`src/rtl/snn_load_ctrl_pkg.sv`:
```
// snn_load_ctrl_pkg: shared state encoding, byte width and address-width helper for the host-link loader
package snn_load_ctrl_pkg;
    localparam int BYTE_W = 8;
    typedef enum logic [2:0] {RX, UNPACK, START, CORE, TX_REQ, TX_WAIT} state_t;
    function automatic int addr_w(input int num_bytes, input int dw);
        return $clog2(num_bytes * BYTE_W / dw);
    endfunction
endpackage

```
`src/rtl/snn_load_ctrl_if.sv`:
```
// snn_load_ctrl_if: uart/RAM/core-facing signal bundle of snn_load_ctrl
interface snn_load_ctrl_if import snn_load_ctrl_pkg::*; #(
    parameter int NUM_BYTES = 98,
    parameter int DW = 1,
    parameter int RESULT_W = 4
);
    localparam int ADDR_W = addr_w(NUM_BYTES, DW);
    logic rx_rdy;
    logic [BYTE_W-1:0] rx_data;
    logic ram_we;
    logic [ADDR_W-1:0] ram_addr;
    logic [DW-1:0] ram_wdata;
    logic core_start;
    logic core_done;
    logic [RESULT_W-1:0] core_digit;
    logic tx_start;
    logic [BYTE_W-1:0] tx_data;
    logic tx_rdy;
    logic [BYTE_W-1:0] led;
    logic busy;
    logic err_timeout;
    logic err_overrun;
    modport master (
        input rx_rdy, rx_data, core_done, core_digit, tx_rdy,
        output ram_we, ram_addr, ram_wdata, core_start, tx_start, tx_data, led, busy, err_timeout, err_overrun
    );
    modport slave (
        output rx_rdy, rx_data, core_done, core_digit, tx_rdy,
        input ram_we, ram_addr, ram_wdata, core_start, tx_start, tx_data, led, busy, err_timeout, err_overrun
    );
endinterface

```
`src/rtl/snn_load_ctrl_unpack.sv`:
```
// snn_byte_unpack: loads a byte and presents it DW bits per cycle, LSB slice first
module snn_byte_unpack import snn_load_ctrl_pkg::*; #(
    parameter int DW = 1
) (
    input  logic              clk,
    input  logic              rst,
    input  logic              load_i,
    input  logic              adv_i,
    input  logic [BYTE_W-1:0] byte_i,
    output logic [DW-1:0]     slice_o,
    output logic              last_o
);
    localparam int NSL = BYTE_W / DW;
    localparam int CW = NSL > 1 ? $clog2(NSL) : 1;
    logic [BYTE_W-1:0] shift_q, shift_d;
    logic [CW-1:0] cnt_q, cnt_d;
    always_comb begin
        shift_d = load_i ? byte_i : adv_i ? shift_q >> DW : shift_q;
        cnt_d = load_i ? '0 : adv_i ? cnt_q + 1'b1 : cnt_q;
    end
    always_ff @(posedge clk) begin
        if (rst) begin
            shift_q <= '0;
            cnt_q <= '0;
        end else begin
            shift_q <= shift_d;
            cnt_q <= cnt_d;
        end
    end
    assign slice_o = shift_q[DW-1:0];
    assign last_o = cnt_q == CW'(NSL - 1);
endmodule

```
`src/rtl/snn_load_ctrl.sv`:
```
// snn_load_ctrl: unpacks received bytes into the input RAM, runs snn_core on a full image
// and returns the classified digit over uart_tx, with pending byte, timeout and overrun reporting
module snn_load_ctrl import snn_load_ctrl_pkg::*; #(
    parameter int NUM_BYTES = 98,
    parameter int DW = 1,
    parameter int TIMEOUT_CYC = 1000000,
    parameter int RESULT_W = 4
) (
    input logic clk,
    input logic rst,
    snn_load_ctrl_if.master bus
);
    localparam int ADDR_W = addr_w(NUM_BYTES, DW);
    localparam int TW = $clog2(TIMEOUT_CYC + 1);
    localparam logic [ADDR_W-1:0] LAST = ADDR_W'(NUM_BYTES * BYTE_W / DW - 1);
    state_t state_q, state_d;
    logic [ADDR_W-1:0] addr_q, addr_d;
    logic pend_q, pend_d;
    logic [BYTE_W-1:0] pend_data_q, pend_data_d;
    logic [TW-1:0] tmo_q, tmo_d;
    logic tmo_err_q, tmo_err_d;
    logic ovr_q, ovr_d;
    logic tx_start_q, tx_start_d;
    logic [BYTE_W-1:0] result_q, result_d;
    logic low_seen_q, low_seen_d;
    logic load, last;
    logic [DW-1:0] slice;
    assign load = state_q == RX && (pend_q || bus.rx_rdy);
    snn_byte_unpack #(.DW(DW)) u_unpack (
        .clk(clk),
        .rst(rst),
        .load_i(load),
        .adv_i(state_q == UNPACK),
        .byte_i(pend_q ? pend_data_q : bus.rx_data),
        .slice_o(slice),
        .last_o(last)
    );
    always_comb begin
        state_d = state_q;
        addr_d = addr_q;
        pend_d = pend_q;
        pend_data_d = pend_data_q;
        tmo_d = '0;
        tmo_err_d = 1'b0;
        tx_start_d = 1'b0;
        result_d = result_q;
        low_seen_d = low_seen_q;
        // a byte dropped in the start cycle still counts as an overrun
        ovr_d = state_q == START ? 1'b0 : ovr_q;
        if (bus.rx_rdy && state_q inside {START, CORE, TX_REQ, TX_WAIT}) ovr_d = 1'b1;
        case (state_q)
            RX: begin
                if (load) begin
                    state_d = UNPACK;
                    pend_d = pend_q && bus.rx_rdy;
                    if (bus.rx_rdy) pend_data_d = bus.rx_data;
                end else if (addr_q != '0) begin
                    tmo_d = tmo_q + 1'b1;
                    if (tmo_q == TW'(TIMEOUT_CYC - 1)) begin
                        tmo_d = '0;
                        tmo_err_d = 1'b1;
                        addr_d = '0;
                    end
                end
            end
            UNPACK: begin
                if (bus.rx_rdy && pend_q) ovr_d = 1'b1;
                if (bus.rx_rdy && !pend_q) begin
                    pend_d = 1'b1;
                    pend_data_d = bus.rx_data;
                end
                addr_d = addr_q == LAST ? '0 : addr_q + 1'b1;
                if (last) state_d = addr_q == LAST ? START : RX;
            end
            START: state_d = CORE;
            CORE: begin
                if (bus.core_done) begin
                    result_d = '0;
                    result_d[RESULT_W-1:0] = bus.core_digit;
                    state_d = TX_REQ;
                end
            end
            TX_REQ: begin
                if (bus.tx_rdy) begin
                    tx_start_d = 1'b1;
                    low_seen_d = 1'b0;
                    state_d = TX_WAIT;
                end
            end
            TX_WAIT: begin
                if (!bus.tx_rdy) low_seen_d = 1'b1;
                if (bus.tx_rdy && low_seen_q) begin
                    low_seen_d = 1'b0;
                    addr_d = '0;
                    state_d = RX;
                end
            end
            default: state_d = RX;
        endcase
    end
    always_ff @(posedge clk) begin
        if (rst) begin
            state_q <= RX;
            addr_q <= '0;
            pend_q <= 1'b0;
            pend_data_q <= '0;
            tmo_q <= '0;
            tmo_err_q <= 1'b0;
            ovr_q <= 1'b0;
            tx_start_q <= 1'b0;
            result_q <= '0;
            low_seen_q <= 1'b0;
        end else begin
            state_q <= state_d;
            addr_q <= addr_d;
            pend_q <= pend_d;
            pend_data_q <= pend_data_d;
            tmo_q <= tmo_d;
            tmo_err_q <= tmo_err_d;
            ovr_q <= ovr_d;
            tx_start_q <= tx_start_d;
            result_q <= result_d;
            low_seen_q <= low_seen_d;
        end
    end
    assign bus.ram_we = state_q == UNPACK;
    assign bus.ram_addr = addr_q;
    assign bus.ram_wdata = slice;
    assign bus.core_start = state_q == START;
    assign bus.tx_start = tx_start_q;
    assign bus.tx_data = result_q;
    assign bus.led = result_q;
    assign bus.busy = state_q != RX;
    assign bus.err_timeout = tmo_err_q;
    assign bus.err_overrun = ovr_q;
endmodule

```
`src/flat_wrapper.sv`:
```
// flat-port wrapper written by rule: the top's interface ports become plain ports
module snn_load_ctrl_flat import snn_load_ctrl_pkg::*;
#(
    parameter int NUM_BYTES = 98,
    parameter int DW = 1,
    parameter int TIMEOUT_CYC = 1000000,
    parameter int RESULT_W = 4
)
  (clk, rst, bus_rx_rdy, bus_rx_data, bus_core_done, bus_core_digit, bus_tx_rdy, bus_ram_we, bus_ram_addr, bus_ram_wdata, bus_core_start, bus_tx_start, bus_tx_data, bus_led, bus_busy, bus_err_timeout, bus_err_overrun);
  snn_load_ctrl_if #(.NUM_BYTES(NUM_BYTES), .DW(DW), .RESULT_W(RESULT_W)) bus_i ();
  input logic clk;
  input logic rst;
  input wire logic [$bits(bus_i.rx_rdy)-1:0] bus_rx_rdy;
  input wire logic [$bits(bus_i.rx_data)-1:0] bus_rx_data;
  input wire logic [$bits(bus_i.core_done)-1:0] bus_core_done;
  input wire logic [$bits(bus_i.core_digit)-1:0] bus_core_digit;
  input wire logic [$bits(bus_i.tx_rdy)-1:0] bus_tx_rdy;
  output wire logic [$bits(bus_i.ram_we)-1:0] bus_ram_we;
  output wire logic [$bits(bus_i.ram_addr)-1:0] bus_ram_addr;
  output wire logic [$bits(bus_i.ram_wdata)-1:0] bus_ram_wdata;
  output wire logic [$bits(bus_i.core_start)-1:0] bus_core_start;
  output wire logic [$bits(bus_i.tx_start)-1:0] bus_tx_start;
  output wire logic [$bits(bus_i.tx_data)-1:0] bus_tx_data;
  output wire logic [$bits(bus_i.led)-1:0] bus_led;
  output wire logic [$bits(bus_i.busy)-1:0] bus_busy;
  output wire logic [$bits(bus_i.err_timeout)-1:0] bus_err_timeout;
  output wire logic [$bits(bus_i.err_overrun)-1:0] bus_err_overrun;
  assign bus_i.rx_rdy = bus_rx_rdy;
  assign bus_i.rx_data = bus_rx_data;
  assign bus_i.core_done = bus_core_done;
  assign bus_i.core_digit = bus_core_digit;
  assign bus_i.tx_rdy = bus_tx_rdy;
  assign bus_ram_we = bus_i.ram_we;
  assign bus_ram_addr = bus_i.ram_addr;
  assign bus_ram_wdata = bus_i.ram_wdata;
  assign bus_core_start = bus_i.core_start;
  assign bus_tx_start = bus_i.tx_start;
  assign bus_tx_data = bus_i.tx_data;
  assign bus_led = bus_i.led;
  assign bus_busy = bus_i.busy;
  assign bus_err_timeout = bus_i.err_timeout;
  assign bus_err_overrun = bus_i.err_overrun;
  snn_load_ctrl #(.NUM_BYTES(NUM_BYTES), .DW(DW), .TIMEOUT_CYC(TIMEOUT_CYC), .RESULT_W(RESULT_W)) u_core (.clk(clk), .rst(rst), .bus(bus_i));
endmodule
```
`config.mk`:
```
export PLATFORM = sky130hd
export DESIGN_NAME = snn_load_ctrl_flat
export DESIGN_NICKNAME = d
export VERILOG_FILES = /design/src/rtl/snn_load_ctrl_pkg.sv /design/src/rtl/snn_load_ctrl_if.sv /design/src/rtl/snn_load_ctrl_unpack.sv /design/src/rtl/snn_load_ctrl.sv /design/src/flat_wrapper.sv
export SDC_FILE = /design/constraint.sdc
export NUM_CORES = 1
export LEC_CHECK = 0
export ABC_AREA = 0
export BUFFER_PORTS_ARGS = -buffer_cell sky130_fd_sc_hd__buf_2
export CAP_MARGIN = 10
export CORE_MARGIN = 3
export CORE_UTILIZATION = 46
export DETAILED_ROUTE_END_ITERATION = 12
export GPL_TIMING_DRIVEN = 0
export PLACE_DENSITY = 0.77
export SKIP_LAST_GASP = 1
export SLEW_MARGIN = 0
export SYNTH_ARGS = -nofsm -noshare
export SYNTH_HDL_FRONTEND = slang
export SYNTH_SLANG_ARGS = --single-unit
```
`constraint.sdc`:
```
create_clock -name clk -period 2 [get_ports clk]
set_input_delay 0.1 -clock clk [delete_from_list [all_inputs] [get_ports clk]]
set_output_delay 0.1 -clock clk [all_outputs]
set_load 0.05 [all_outputs]
```
After elaboration in Yosys (flattened, before gate mapping)
Cells that the tools add are included.
- logic and storage cells: 95
- flip-flop bits (word level): 61
- output and inout bits: 33
- bitwise operators: 3
- muxes and demuxes: 33
- reductions and logical operators: 25
- $add $sub $neg: 3
- equal/unequal tests: 19
- operator list (operator ; count):
    two-way mux 10 bit ; 5
    two-way mux 8 bit ; 6
    case mux 10 bit (3 select lines) ; 1
    adder 20 x 1 -> 20 bit, second input constant ; 1
    == test 20 bit, second input constant ; 1
    case mux 3 bit (6 select lines) ; 1
    inequality test 2 bit, second input constant ; 8
    case mux 8 bit (2 select lines) ; 1
    two-way mux 3 bit ; 5
    two-way mux 1 bit ; 11
    adder 10 x 1 -> 10 bit, second input constant ; 1
    == test 10 bit, second input constant ; 1
    AND reduction 5 bit ; 2
    nonzero test 10 bit ; 1
    == test 3 bit, second input constant ; 3
    == test 3 x 2 -> 1 bit, second input constant ; 2
    AND reduction 3 bit ; 2
    nonzero test 2 bit ; 3
    nonzero test 3 bit ; 2
    logical AND 1 bit ; 5
    OR reduction 5 bit ; 1
    inequality test 2 x 1 -> 1 bit, second input constant ; 2
    case mux 1 bit (2 select lines) ; 2
    AND reduction 4 bit ; 1
    other kinds (12) ; 15

Depth between registers and ports, before layout
- depth after elaboration: 6
- depth in mapped cells: 7
- gate-level depth less buffers: 7

Modules after synthesis
A second synthesis with hierarchy kept.
- cells, all modules: 334
- area total of the unflattened synthesis: 2974.1 µm²
- modules (own cells, without submodules) (module ; times used ; cells each ; area each (µm²)):
    snn_load_ctrl ; 1 ; 287 ; 2477.4
    snn_byte_unpack ; 1 ; 47 ; 496.7

Least setup slack after synthesis
OpenSTA, ideal clock, no wires.
- path type: register to register
- start point: reg u_core.state_q[0]
- end point: reg u_core.ovr_q (netlist: u_core.bus.err_overrun)
- data arrival time: 2.030 ns
- setup slack: -0.157 ns
- buffers on the path: 2
- library setup time: 0.128 ns
- cell stages (with the launch flop): 7
- period minus slack after synthesis: 2.157 ns
- path through: dfxtp_1 > buf_2 > buf_2 > nor3_1 > nor2b_1 > a21oi_1 > nor2_1
- word-level cells in the longest chain between the ends: 6
- elaborated cells between the ends (all ways): 11
- ends and longest elaborated chain (what ; line ; text):
    start: declaration ; snn_load_ctrl.sv:16 ; state_t state_q, state_d;
    start signal: assignment ; snn_load_ctrl.sv:114 ; state_q <= state_d;
    == test 3 x 2 -> 1 bit (*) ; - ;
    net bus_core_start ; flat_wrapper.sv:21 ; output wire logic [$bits(bus_i.core_start)-1:0] bus_core_start;
    nonzero test 4 bit ; snn_load_ctrl.sv:50 ; if (bus.rx_rdy && state_q inside {START, CORE, TX_REQ, TX_WAIT}) ovr_d = 1'b1;
    logical AND 1 bit ; snn_load_ctrl.sv:50 ;
    two-way mux 1 bit (*) ; snn_load_ctrl.sv:50 ;
    two-way mux 1 bit ; snn_load_ctrl.sv:67 ; if (bus.rx_rdy && pend_q) ovr_d = 1'b1;
    two-way mux 1 bit (*) ; snn_load_ctrl.sv:51 ; case (state_q)
    end signal: assignment ; snn_load_ctrl.sv:120 ; ovr_q <= ovr_d;
    end: declaration ; snn_load_ctrl.sv:22 ; logic ovr_q, ovr_d;
Mark *: on every way through the listed nets, which the timed path passes. The rest lies on a longest branch.
A chain may end at the register's enable or synchronous reset.

Final worst setup path
- start point: reg u_core.state_q[1]
- end point: out bus_ram_we
- word-level cells in the longest chain between the ends: 1
- ends and longest elaborated chain (what ; line ; text):
    == test 3 x 1 -> 1 bit ; snn_load_ctrl.sv:126 ; assign bus.ram_we = state_q == UNPACK;
    end: declaration ; flat_wrapper.sv:18 ; output wire logic [$bits(bus_i.ram_we)-1:0] bus_ram_we;
Every way passes these cells.

==> impl.org <==
** STA
- The final number of max-transition violations was 0.
- Headroom to the max-slew limit came out at 0.661.
- Setup violation total in the final timing report :: 0
- Adding up every negative setup slack in the final design gives 0 ps.
- Dividing the final minimum period by the clock period gives 0.877.
- Setup repair after global routing left no endpoint under its margin.
- The worst path needs 1750 ps of the cycle, external delays included.
- Setup Skew :: 5.10 ps
- At the pin with the least slew margin, the transition time is 508 ps.
- Achievable Freq :: 570 MHz
- Number of hold-slack violations in the final timing report :: 0

** Die
- Die span in y :: 86.8 microns
- Chip width :: 86.8 microns
- The initial utilization of the core area, before any placement, comes to 0.490.
- Die Area :: 0.00754 sq mm
- The core region is 0.00613 sq mm.
- Number of standard-cell rows in the floorplan :: 28
- 50 I/O pins were placed.

** CTS
- Buffer levels on the longest clock path :: 2
- Number of buffers added for setup after CTS :: 0
- The later pin in the worst-skew pair is clocked with a latency of 340 ps.
- CTS tree :: yes
- Number of instances resized during post-cts repair :: 0
- CTS Root Buffer Type :: sky130_fd_sc_hd__clkbuf_8
- CTS sink cnt :: 61
- TritonCTS created 9 clock buffers.
- Number of levels the H-tree was split into :: 3
- Clock edge transition at the registers on the reported setup and hold paths :: 60 ps

** Layout
- The net count of the finished layout is 415.
- Most used cells in the layout excluding fill and tap cells :: 61 x sky130_fd_sc_hd__dfxtp_1, 57 x sky130_fd_sc_hd__nor2_1, 46 x sky130_fd_sc_hd__buf_2, 23 x sky130_fd_sc_hd__mux2i_1, 19 x sky130_fd_sc_hd__nand2_1
- Share of post-route cells with drive strength above 1 :: 0.237
- From synthesis to final layout, the design area changed by 17.1%.
- 0 antenna diodes ended up in the layout.
- Utilization after layout :: 0.574
- The library cell used most frequently in the layout, excluding fill and tap cells, is sky130_fd_sc_hd__dfxtp_1.

** Power
- The internal portion of the total power is 0.00195 W.
- Proportion of power drawn by combinational gates :: 0.210
- For this design the static power due to leakage is 1.51 nW.
- In this run the power density over the cells is 799 mW/mm^2.
- Of the total power, the share spent switching nets is 0.305.
- Of the total power, the clock network draws 0.327.
- Proportion of power drawn by flip-flops and latches :: 0.463
- Switching power :: 0.000858 W
- Maximum VDD drop :: 0.549 mV

** Drt
- Residual DRC count :: 0
- The count of nets left with antenna violations once routing finished came out at 0.
- Routed wire length :: 6310 microns
- DR vias/cell :: 5.35
- After the first detailed-routing iteration, the DRC count stood at 95.
- In the final routed layout, each cell accounts on average for 13.4 microns.
- The first detailed-routing pass ran for 5 iterations.
- Summing over every cut layer, the via total after detailed routing is 2518.

** Synthesis
- The synthesized design contains 0 enable-type register cells.
- Share of the yosys chip area belonging to registers :: 0.406
- Summed over all instances, the cell type with the most area after synthesis is sky130_fd_sc_hd__dfxtp_1.
- After technology mapping, the gate count stands at 331.
- Each instance of the synthesized netlist takes up on average 9.08 sq um.
- Most area-consuming cells after synthesis :: sky130_fd_sc_hd__dfxtp_1 41%, sky130_fd_sc_hd__mux2i_1 7.7%, sky130_fd_sc_hd__nor2_1 7.1%
- Count of synthesis-stage warnings from yosys :: 0
- The mapped netlist covers 0.00300 sq mm.
- Main synth FF type :: sky130_fd_sc_hd__dfxtp_1
- Fraction of registers with async set or reset after synthesis :: 0
- Number of flip-flops and latches in the synthesized netlist :: 61
- Unique masters post-synth :: 56
- Of the post-synthesis cell area, the dominant cell type holds 0.406.

** Placed design
- In this run the tool buffered the top-level ports with 40 buffer cells.
- Estimated wirelength of the detail-placed design :: 4600 microns
- RD Place Congestion :: 0.748

** Worst setup path
- Nature of the critical path endpoint :: output port
- The worst setup path is launched from a register.
- Data arrival time of the critical path :: 1650 ps
- Data required time of the worst path :: 1900 ps
- The critical path is of the reg2out type.
- Of all nets on the critical path, the largest fanout is 10.

** GRT
- For this run the aggregate overflow at the end of global routing stands at 0.
- For this run, the total global-route usage over all layers was measured as 0.182.
- The first global-routing pass estimated 10800 microns of wire.
- Entering global routing, the biggest net connects 11 pins.
- The initial antenna violation count came to 0.
- The number of global-route vias before repair was 2414.

** Run
- The tool flagged a number of max-cap violations equal to 0.

** Min path
- The tightest min-delay check is of the in2reg type.

** Outcome
- Status :: completed
-- logic make-up (layout without fill, tap and decap cells) --
group	count (synthesis)	in the layout	synth area share
flops	61	61	0.406
xor+xnor	19	19	0.0554
mux	23	23	0.0766
buf+inv	40	98	0.0804
compound gates	46	46	0.116
fa+ha+maj	6	6	0.0250
simple gates	135	135	0.239
other cells	1	8	0.00125
-- worst max-delay path: stages (launching register included) --
cell and delay (ps):
sky130_fd_sc_hd__dfxtp_1 310, sky130_fd_sc_hd__buf_6 130, sky130_fd_sc_hd__inv_2 120, sky130_fd_sc_hd__nand3_4 170, sky130_fd_sc_hd__inv_2 150, sky130_fd_sc_hd__buf_6 160, sky130_fd_sc_hd__buf_2 270
-- routing by layer --
layer,global-route usage,share of wire,up-vias
met2,0.304,0.50,49
met4,0.0949,0.024,0
met1,0.215,0.44,1181
li1,-,-,1275
met5,0,0,-
met3,0.0418,0.037,13
-- final cells by class --
type,instances,area (sq um)
Tap cell,75,93.8
Timing Repair Buffer,43,230
Buffer,31,208
Multi-Input combinational cell,237,1570
Clock inverter,2,10.0
Fill cell,535,2610
Clock buffer,13,149
Inverter,9,33.8
Sequential cell,61,1220
-- final timing paths --
check | endpoint | depth (start not counted) | start | slack [ps]
hold / removal | u_core.pend_data_q[1] | 3 | bus_rx_data[1] | 7
hold reg to reg | u_core.tmo_q[0] | 1 | u_core.tmo_q[0] | 450
setup reg to reg | u_core.bus.ram_addr[6] | 5 | u_core.bus.ram_addr[0] | 260
setup / recovery | bus_ram_we | 6 | u_core.state_q[1] | 250
-- flip-flops by register name, summed over array words and instances, names as in the netlist --
register	cells
u_core.bus.led	4
u_core.bus.err_timeout	1
u_core.u_unpack.cnt_q	3
u_core.bus.ram_addr	10
u_core.state_q	3
u_core.pend_data_q	8
u_core.u_unpack.shift_q	8
u_core.bus.err_overrun	1
u_core.tmo_q	20
u_core.low_seen_q	1
u_core.pend_q	1
u_core.bus.tx_start	1
-- cell usage after synthesis (3+ instances only) --
| cell | count |
|---|---|
| sky130_fd_sc_hd__dfxtp_1 | 61 |
| sky130_fd_sc_hd__inv_1 | 5 |
| sky130_fd_sc_hd__a211oi_1 | 6 |
| sky130_fd_sc_hd__nor2_1 | 57 |
| sky130_fd_sc_hd__a21oi_1 | 10 |
| sky130_fd_sc_hd__nor2b_1 | 3 |
| sky130_fd_sc_hd__nand2_1 | 19 |
| sky130_fd_sc_hd__a311oi_1 | 7 |
| sky130_fd_sc_hd__mux2i_1 | 23 |
| sky130_fd_sc_hd__and3_1 | 7 |
| sky130_fd_sc_hd__buf_2 | 6 |
| sky130_fd_sc_hd__nand4_1 | 4 |
| sky130_fd_sc_hd__ha_1 | 6 |
| sky130_fd_sc_hd__nand3_1 | 9 |
| sky130_fd_sc_hd__buf_4 | 14 |
| sky130_fd_sc_hd__or3_1 | 4 |
| sky130_fd_sc_hd__nor3_1 | 6 |
| sky130_fd_sc_hd__a221oi_1 | 6 |
| sky130_fd_sc_hd__inv_2 | 3 |
| sky130_fd_sc_hd__buf_6 | 4 |
| sky130_fd_sc_hd__xnor2_1 | 5 |
| sky130_fd_sc_hd__xor2_1 | 14 |
| sky130_fd_sc_hd__clkbuf_1 | 6 |
| sky130_fd_sc_hd__and4_1 | 5 |
-- timing repair --
action / in CTS / in global routing
endpoints found under the setup margin: 0 / 0
hold buffers: 3 / 0
endpoints found under the hold margin: 4 / 0
-- per-stage QoR --
stage	instance area, sq um	total power, W	hold slack (ps)	setup slack (ps)	cells
final	3520	0.00281	7.19	246	471
after floorplan	3040	0.00179	197	69.0	338
after global routing	3520	0.00297	16.0	122	471
after detailed placement	3330	0.00192	336	264	453
after global placement	3330	0.00190	325	292	453
after CTS	3520	0.00284	0.0832	238	471
-- power groups by stage --
stage          clock network [W]  logic, W  registers (W)
5_1_grt                  0.00101  0.000652        0.00131
4_1_cts                 0.000944  0.000593        0.00130
6_report                0.000918  0.000591        0.00130
3_5_place_dp                   0  0.000588        0.00133
2_1_floorplan                  0  0.000436        0.00136
3_3_place_gp                   0  0.000574        0.00132
Power figures use the tool's default switching activity.
